**src/rtl/subleq_mem_stage.sv**
```systemverilog
`default_nettype none
// ============================================================================
// Module   : subleq_mem_stage
// Function : Subleq execute/memory stage; reads mem[A], mem[B] over a 64-bit
//            MMU port, writes mem[B]-mem[A] and reports branch/next PC.
//            Optional: SUBLEQ_SAME_OPERAND_EN skips the second read when A and
//            B name the same word.
// Revision : 1.0 - initial release
// ============================================================================
module subleq_mem_stage #(
    parameter int ADDR_W = 16
) (
    input  logic              clk,
    input  logic              resetb,
    input  logic              in_valid,
    output logic              in_ready,
    input  logic [ADDR_W-1:0] op_a,
    input  logic [ADDR_W-1:0] op_b,
    input  logic [ADDR_W-1:0] op_c,
    input  logic [ADDR_W-1:0] pc_next,
    output logic              out_valid,
    input  logic              out_ready,
    output logic              branch_taken,
    output logic [ADDR_W-1:0] target,
    output logic [31:0]       result,
    output logic              mmu_en,
    output logic              mmu_we,
    output logic [ADDR_W-1:0] mmu_addr,
    output logic [7:0]        mmu_be_n,
    output logic [63:0]       mmu_wdata,
    input  logic [63:0]       mmu_rdata
);

    typedef enum logic [2:0] {
        S_IDLE = 3'd0,
        S_RD_A = 3'd1,
        S_RD_B = 3'd2,
        S_WR   = 3'd3,
        S_DONE = 3'd4
    } state_t;

    state_t              r_state;
    state_t              w_state_nxt;

    // Operand addresses are word aligned, so only bits [ADDR_W-1:2] are kept
    logic [ADDR_W-1:2]   r_op_a;
    logic [ADDR_W-1:2]   r_op_b;
    logic [ADDR_W-1:0]   r_op_c;
    logic [ADDR_W-1:0]   r_pc_next;
    logic                r_same;
    logic [31:0]         r_word_a;
    logic [31:0]         r_result;
    logic                r_branch;
    logic [ADDR_W-1:0]   r_target;

    logic                w_same_acc;
    logic [31:0]         w_rd_word_a;
    logic [31:0]         w_rd_word_b;
    logic [31:0]         w_opnd_a;
    logic [31:0]         w_opnd_b;
    logic [31:0]         w_diff;
    logic                w_taken;
    logic                w_unused_bits;

    assign w_unused_bits = ^{op_a[1:0], op_b[1:0]};

`ifdef SUBLEQ_SAME_OPERAND_EN
    assign w_same_acc = (op_a[ADDR_W-1:2] == op_b[ADDR_W-1:2]);
`else
    assign w_same_acc = 1'b0;
`endif

    assign w_rd_word_a = r_op_a[2] ? mmu_rdata[63:32] : mmu_rdata[31:0];
    assign w_rd_word_b = r_op_b[2] ? mmu_rdata[63:32] : mmu_rdata[31:0];

    // When the second read is skipped, the line in mmu_rdata during WR is A's
    assign w_opnd_a = r_same ? w_rd_word_a : r_word_a;
    assign w_opnd_b = r_same ? w_rd_word_a : w_rd_word_b;
    assign w_diff   = w_opnd_b - w_opnd_a;
    assign w_taken  = w_diff[31] | (w_diff == 32'd0);

    always_ff @(posedge clk or negedge resetb) begin
        if (!resetb) begin
            r_state   <= S_IDLE;
            r_op_a    <= '0;
            r_op_b    <= '0;
            r_op_c    <= '0;
            r_pc_next <= '0;
            r_same    <= 1'b0;
            r_word_a  <= 32'd0;
            r_result  <= 32'd0;
            r_branch  <= 1'b0;
            r_target  <= '0;
        end else begin
            r_state <= w_state_nxt;
            case (r_state)
                S_IDLE: begin
                    if (in_valid) begin
                        r_op_a    <= op_a[ADDR_W-1:2];
                        r_op_b    <= op_b[ADDR_W-1:2];
                        r_op_c    <= op_c;
                        r_pc_next <= pc_next;
                        r_same    <= w_same_acc;
                    end
                end
                S_RD_B: r_word_a <= w_rd_word_a;
                S_WR: begin
                    r_result <= w_diff;
                    r_branch <= w_taken;
                    r_target <= w_taken ? r_op_c : r_pc_next;
                end
                default: ;
            endcase
        end
    end

    always_comb begin
        w_state_nxt = r_state;
        mmu_en      = 1'b0;
        mmu_we      = 1'b0;
        mmu_addr    = '0;
        mmu_be_n    = 8'hFF;
        mmu_wdata   = 64'd0;
        case (r_state)
            S_IDLE: begin
                if (in_valid) w_state_nxt = S_RD_A;
            end
            S_RD_A: begin
                mmu_en      = 1'b1;
                mmu_addr    = {r_op_a[ADDR_W-1:3], 3'b000};
                mmu_be_n    = 8'h00;
                w_state_nxt = r_same ? S_WR : S_RD_B;
            end
            S_RD_B: begin
                mmu_en      = 1'b1;
                mmu_addr    = {r_op_b[ADDR_W-1:3], 3'b000};
                mmu_be_n    = 8'h00;
                w_state_nxt = S_WR;
            end
            S_WR: begin
                mmu_en      = 1'b1;
                mmu_we      = 1'b1;
                mmu_addr    = {r_op_b[ADDR_W-1:3], 3'b000};
                mmu_be_n    = r_op_b[2] ? 8'h0F : 8'hF0;
                mmu_wdata   = {w_diff, w_diff};
                w_state_nxt = S_DONE;
            end
            S_DONE: begin
                if (out_ready) w_state_nxt = S_IDLE;
            end
            default: w_state_nxt = S_IDLE;
        endcase
    end

    assign in_ready     = (r_state == S_IDLE);
    assign out_valid    = (r_state == S_DONE);
    assign result       = r_result;
    assign branch_taken = r_branch;
    assign target       = r_target;

endmodule
`default_nettype wire

```
**config.mk**
```make
export PLATFORM = sky130hd
export DESIGN_NAME = subleq_mem_stage
export DESIGN_NICKNAME = d
export VERILOG_FILES = /design/src/rtl/subleq_mem_stage.sv
export SDC_FILE = /design/constraint.sdc
export NUM_CORES = 1
export LEC_CHECK = 0
export ABC_AREA = 1
export CORE_MARGIN = 2
export CORE_UTILIZATION = 30
export DETAILED_ROUTE_END_ITERATION = 8
export GPL_TIMING_DRIVEN = 0
export PLACE_DENSITY_LB_ADDON = 0.12
export SKIP_CTS_REPAIR_TIMING = 1
export SYNTH_ARGS = -nofsm -noshare
export SYNTH_HDL_FRONTEND = slang
export SYNTH_SLANG_ARGS = --single-unit
```
**constraint.sdc**
```tcl
create_clock -name clk -period 5 [get_ports clk]
set_input_delay 0.75 -clock clk [delete_from_list [all_inputs] [get_ports clk]]
set_output_delay 0.75 -clock clk [all_outputs]
set_load 0.03 [all_outputs]
```
==> results of run 1 <==
[critical path: stages, from the launching register on]
cell and delay [ps]:
sky130_fd_sc_hd__dfrtp_2 450, sky130_fd_sc_hd__buf_6 190, sky130_fd_sc_hd__clkbuf_4 210, sky130_fd_sc_hd__a21oi_1 160, sky130_fd_sc_hd__ha_1 230, sky130_fd_sc_hd__inv_1 120
sky130_fd_sc_hd__fa_1 450, sky130_fd_sc_hd__nand3_1 140, sky130_fd_sc_hd__nand3_2 130, sky130_fd_sc_hd__nand2_1 120, sky130_fd_sc_hd__nand2_1 120, sky130_fd_sc_hd__nand2_1 100
sky130_fd_sc_hd__nand3_1 70, sky130_fd_sc_hd__nand2_1 110, sky130_fd_sc_hd__inv_1 80, sky130_fd_sc_hd__nor2_2 180, sky130_fd_sc_hd__buf_4 140, sky130_fd_sc_hd__clkdlybuf4s50_1 650
[per-stage QoR]
| step | setup TNS (ps) | cells | hold WS, ps | instance area [um^2] |
|---|---|---|---|---|
| after CTS | -21700 | 2131 | 238 | 13500 |
| final | 0 | 2130 | 228 | 13500 |
| after detailed placement | -3390 | 2099 | 466 | 12900 |
| after floorplan | 0 | 1430 | 451 | 9670 |
| after global routing | 0 | 2130 | 242 | 13500 |
| after global placement | -460500 | 2097 | 458 | 12800 |
[cell usage in the layout (no fill, tap or decap), types with 4 or more instances in the layout]
master                              n
sky130_fd_sc_hd__inv_2             10
sky130_fd_sc_hd__clkdlybuf4s50_1  254
sky130_fd_sc_hd__nand3b_1           7
sky130_fd_sc_hd__nand3_1           53
sky130_fd_sc_hd__dlymetal6s2s_1     9
sky130_fd_sc_hd__ha_1              33
sky130_fd_sc_hd__nor2_1           127
sky130_fd_sc_hd__dfrtp_1          143
sky130_fd_sc_hd__buf_1              6
sky130_fd_sc_hd__mux2_2            16
sky130_fd_sc_hd__nand2_1          430
sky130_fd_sc_hd__nand3_2            7
sky130_fd_sc_hd__clkbuf_1          33
sky130_fd_sc_hd__o21ai_0          140
sky130_fd_sc_hd__a21oi_1           60
sky130_fd_sc_hd__nor2_2             9
sky130_fd_sc_hd__inv_1            238
sky130_fd_sc_hd__inv_8              5
sky130_fd_sc_hd__buf_4             42
sky130_fd_sc_hd__nand2_2           18
sky130_fd_sc_hd__nand4_1           12
sky130_fd_sc_hd__clkbuf_16         17
sky130_fd_sc_hd__buf_2              4
sky130_fd_sc_hd__inv_6              4
[logic make-up (layout without fill, tap and decap cells)]
family	count (synthesis)	count (layout)	share of synthesized area (%)
multiplexers	16	16	1.87
adder cells (fa/ha/maj)	35	35	4.61
flip-flops	144	144	37.3
other	1	3	0.0388
AND/OR/NAND/NOR	673	673	29.1
XOR/XNOR	9	9	1.13
buffers and inverters	342	640	15.1
AO/OA/AOI/OAI	208	208	10.9
[state kept, by name, indices dropped and copies added, names as in the netlist]
| name | cells |
|---|---|
| branch_taken | 1 |
| r_op_a | 14 |
| r_op_b | 14 |
| r_op_c | 16 |
| r_pc_next | 16 |
| r_state | 3 |
| r_word_a | 32 |
| result | 32 |
| target | 16 |
[cell type report]
class,instances,area [um^2]
clock buffers,18,439
flip-flops and latches,144,3600
plain buffers,92,543
repair buffers,267,2730
well taps,402,503
inverters,249,935
clock inverters,14,163
fillers,3327,18100
multi-input cells,944,4620
[layer usage]
metal / share of wire, % / wire (um) / track usage (%) / vias to the layer above
li1: - / - / - / 4909
met1: 45 / 15000 / 25.8 / 4572
met2: 49 / 16500 / 35.2 / 243
met3: 4.4 / 1460 / 3.05 / 23
met4: 1.4 / 470 / 4.86 / 0
met5: 0 / 0 / 0 / -
[worst max-delay path by stage]
stage / cells past startpoint / slack (ps) / endpoint / from
6_report: 17 / 170 / mmu_wdata[46] / r_op_b[2]
5_1_grt: 17 / 10 / mmu_wdata[46] / r_op_b[2]
4_1_cts: 18 / -1140 / mmu_wdata[63] / r_op_b[2]
3_5_place_dp: 18 / -680 / mmu_wdata[63] / r_op_b[2]
3_3_place_gp: 1 / -3180 / r_word_a[22] / resetb
2_1_floorplan: 20 / 1000 / mmu_wdata[63] / r_op_b[2]
==> summary by stage, run 1 <==
STA
The post-route clock period utilization is 96.5%. The slew at the pin closest to its max-slew limit is 1080 ps. The relative slew slack is 28.0%.

Setup violations remaining at the end of the flow were counted as 0. The smallest setup slack after layout is 174 ps. The maximum operating frequency is 207 MHz. Setup repair after global routing left no endpoint under its margin.

The minimum clock period after layout is 4830 ps. The number of hold violations in the final report is 0. The maximum clock skew at final layout is 15.1 ps. The final-report max-slew violation count is 0.

Synth
The library cell with the largest summed area after synthesis is sky130_fd_sc_hd__dfrtp_1. The synthesized design devotes to its leading area cell type 37.3% of total area. The share of flip-flops with an asynchronous set or reset is 100%. For this run, the number of Yosys warnings is 0. Ranked by instance count, the synthesized netlist is headed by 430 x sky130_fd_sc_hd__nand2_1, 238 x sky130_fd_sc_hd__inv_1, 144 x sky130_fd_sc_hd__dfrtp_1, 143 x sky130_fd_sc_hd__o21ai_0, 129 x sky130_fd_sc_hd__nor2_1. The cell area that synthesis handed to floorplanning was 0.00966 mm^2. The number of synthesized flops with an enable pin is 0. In the post-synthesis netlist, the biggest area contributors are sky130_fd_sc_hd__dfrtp_1 37%, sky130_fd_sc_hd__nand2_1 17%, sky130_fd_sc_hd__inv_1 9.2%. The per-instance average area after synthesis is 6.77 um^2. Counting every instance in the synthesized netlist gives 1428. The distinct cell type count of the synthesized netlist is 36. In this run, synthesis produced a sequential element count of 144.

The most frequently used flop master after synthesis is sky130_fd_sc_hd__dfrtp_1. The share of the Yosys chip area taken by registers is 37.3%. Among all cell types in the netlist, the one instantiated most often is sky130_fd_sc_hd__nand2_1.

Setup path
The critical-path maximum fanout is 10. The setup check on the worst reg-to-reg path leaves a slack of 1090 ps. The startpoint type of the worst setup path is a flip-flop.

In this run the critical register-to-register path is launched from r_op_b[2]. In this run the critical register-to-register path is captured at target[8]. The data arrival at the endpoint of the critical path is 4080 ps. The depth of the most critical reg-to-reg path is 21.

By startpoint and endpoint, the worst setup path is classified as flip-flop to output port. The worst endpoint required time is 4250 ps. STA classifies the critical path endpoint as an output port.

Route
The DRC violation count after routing is 0. The total wirelength of the detailed-routed design is 33500 um. The mean number of vias per cell is 4.58. The pre-antenna-repair detailed-routing pass consisted of 5 iterations.

The post-route antenna net violation count is 0. The detailed router finished its first iteration with 441 violations. In the final routed layout, each cell accounts on average for 15.7 um. The routed layout has 9747 vias.

Global route
Summed over all layers, the global routing overflow is 0. The number of antenna violations at the first check in global routing was 0. The wire length of the first global-routing pass is 52200 um. The overall routing resource usage is 20.1%. The via count of the first global-routing pass was 9585. Entering global routing, the biggest net connects 54 pins.

Placed design
Timing analysis after detailed placement gives a worst setup slack of -681 ps. The HPWL after detailed placement is 27000 um. The congestion estimate from routability-driven global placement came to 0.887. In this run the tool buffered the top-level ports with 265 buffer cells.

Status
The run finished with clean final reports.

Clock network
Clock latency on the worst-skew pair, taken at its later pin, is 430 ps. In this run, CTS created clock tree buffers numbering 17. The TritonCTS clock tree is yes.

The cell sitting at the root of the clock tree is a sky130_fd_sc_hd__clkbuf_16. The number of levels in the clock H-tree is 4. After clock tree synthesis, the clock-pin slew on the worst setup and hold paths is 70 ps. Counting along the longest clock path gives a buffer depth of 2.

The TritonCTS sink count is 144.

Cells and area
The ratio of cells with drive above 1 in the final layout is 9.32%. Compared with the post-synthesis result, the final layout area differs by 40.1%. The number of antenna diodes is 0. Measured on the finished design, the core utilization comes to 42.8%.

The number of nets in the finished design is 1882.

Job
The total of max-cap violations is 0.

Die
For this configuration, the core starts out at a cell density of 30.5%. After floorplanning, the core was divided into 65 placement rows. The I/O pin total is 273.

In this run the horizontal extent of the chip is 183 um. The die boundary height is 183 um. The floorplan step defined a core boundary enclosing 0.0316 mm^2.

The die covers 0.0337 mm^2.

Hold path
The min-delay analysis places its worst path in the category input port to async pin.
Power of run 1 is left out: the tool's default activity adds up to more than one toggle a clock period on the data nets, which glitch-free logic cannot reach.
==> inputs of run 2 (changes only) <==
CTS_BUF_LIST = sky130_fd_sc_hd__clkbuf_8   (was default)
SETUP_SLACK_MARGIN = 0.1   (was default)
==> run 2 against run 1 <==
Final area is 1.2% lower. Die area did not move. Cell count is the same. Clock-buffer cell count did not move. Register-to-register slack about the same. Sequential cell count stayed put. Non-clock buffer count is the same. Wire length grew 0.12%. Critical endpoint is now mmu_wdata[50]. Highest routed layer unchanged.
==> summary by stage, run 2 (synthesis gave the netlist of run 1 again) <==
Cells and area
The library cells used most frequently in the layout, excluding fill and tap cells, are 430 x sky130_fd_sc_hd__nand2_1, 240 x sky130_fd_sc_hd__clkdlybuf4s50_1, 238 x sky130_fd_sc_hd__inv_1, 143 x sky130_fd_sc_hd__dfrtp_1, 140 x sky130_fd_sc_hd__o21ai_0. The number of nets in the finished design is 1882. The area growth from synthesis to layout is 38.4%.

Cells with a size suffix above 1 make up 9.49% of the layout. The most common library cell in the layout ignoring fill and taps is sky130_fd_sc_hd__nand2_1. The number of antenna diodes is 0.

Clock network
The TritonCTS sink count is 144. TritonCTS built the clock tree. The clock passes through at most 2 buffers. In this run, CTS created clock tree buffers numbering 17. The cell at the root of the clock tree is sky130_fd_sc_hd__clkbuf_8. After clock tree synthesis, the clock-pin slew on the worst setup and hold paths is 100 ps. For the worst-skew pair, the clock arrives at the later sink with an insertion delay of 470 ps. The number of levels in the clock H-tree is 4.

Status
The flow ran to the end, and the final reports show no timing, DRC or antenna violations.

STA
Setup repair after global routing could not meet its margin everywhere. The relative slew slack is 26.8%. The post-route clock period utilization is 94.5%.

The minimum clock period after layout is 4730 ps. The worst hold slack after final layout is 170 ps. At the pin with the least slew margin, the transition time is 1090 ps. The number of hold violations in the final report is 0. The final-report max-slew violation count came to 0. In the post-route analysis, the smallest setup slack over all paths is 274 ps. The maximum operating frequency is 212 MHz.

Between clock sinks in the finished design, the worst skew comes to 17.6 ps. Setup violations remaining at the end of the flow were counted as 0.

Die
The initialized floorplan defines 65 standard-cell rows. The die boundary height is 183 um. The standard cell core area is 0.0316 mm^2.

The I/O pin total is 273. The die covers 0.0337 mm^2. The die extent in x is 183 um.

The effective utilization at floorplan is 30.5%.

Placed design
Port buffering added 265 buffers. At the placement stage, the worst setup path has a slack of -681 ps. The HPWL after detailed placement is 27000 um. The last weighted congestion value of the routability-driven placer is 0.887.

Global route
The wire length of the first global-routing pass is 52200 um. The overall routing resource usage is 20.1%. The via count of the first global-routing pass is 9605.

The pin count of the biggest net entering global routing is 54. The total overflow left after global routing is 0. The number of antenna violations at the first check in global routing was 0.

Setup path
The startpoint-to-endpoint class of the critical path is flip-flop to output port. In this run the register-to-register setup slack is 1090 ps. The data arrival at the endpoint of the critical path is 3980 ps. The delay contributed by the slowest stage of the critical path is 660 ps.

Walking the worst path, the cells encountered are buf_6 > clkbuf_4 > a21oi_1 > ha_1 > inv_1 > fa_1 > nand3_2 > nand3_2 > nand2_1 > nand2_1 > xor2_2 > nor2_1 > buf_4 > clkdlybuf4s50_1. The cell with the largest stage delay on the worst path is sky130_fd_sc_hd__clkdlybuf4s50_1. Of all nets on the critical path, the largest fanout is 10. The worst endpoint required time is 4250 ps. STA classifies the critical path endpoint as an output port. The worst setup path is launched from a flip-flop.

Route
The detail route stage leaves a number of antenna-violating nets equal to 0. The number of detailed-routing iterations run before antenna repair is 7. In the final routed layout, each cell accounts on average for 15.7 um. The routed via count is 9712. The DRC violation count after routing is 0. The detailed router finished its first iteration with 401 violations. The mean number of vias per cell is 4.56.

The total wirelength of the detailed-routed design is 33500 um.

Hold path
The worst min-delay path category is input port to async pin.

Job
The total of max-cap violations is 0.
-- run 2: critical path: cells and delay by family (launching register included) --
kind | cells | cell delay, ps
xor+xnor | 1 | 180
simple gates | 5 | 660
fa+ha+maj | 2 | 680
buf+inv | 5 | 1350
compound gates | 1 | 160
flops | 1 | 470
-- run 2: layout make-up --
type / count / area (um^2)
clock buffers: 18 / 248
well taps: 402 / 503
multi-input cells: 944 / 4630
flip-flops and latches: 144 / 3600
plain buffers: 92 / 547
clock inverters: 14 / 163
inverters: 249 / 935
fillers: 3367 / 18300
repair buffers: 267 / 2750
-- run 2: per-stage QoR --
step	setup TNS, ps	utilization, %	cell area, um^2	cells
2_1_floorplan	0	-	9670	1430
3_3_place_gp	-460500	40.5	12800	2097
3_5_place_dp	-3390	40.7	12900	2099
5_1_grt	0	42.3	13400	2130
6_report	0	42.3	13400	2130
4_1_cts	-25430	42.0	13300	2131
-- run 2: worst paths after layout --
| path | from | depth (start not counted) | to |
|---|---|---|---|
| worst max-delay path | r_op_b[2] | 14 | mmu_wdata[50] |
| worst min-delay path | resetb | 1 | target[11] |
| worst max register to register | r_op_b[2] | 21 | target[8] |
| worst min register to register | r_state[2] | 1 | r_state[0] |
| max in group asynchronous | resetb | 3 | target[6] |
| min in group clk | r_state[2] | 1 | r_state[0] |
-- run 2: per-layer routing --
layer,wire (um),track usage [%],vias up
li1,-,-,4902
met4,684,5.86,0
met3,1660,3.13,33
met5,0,0,-
met2,16300,34.9,247
met1,14900,25.8,4530
Power of run 2 is left out for the same reason.
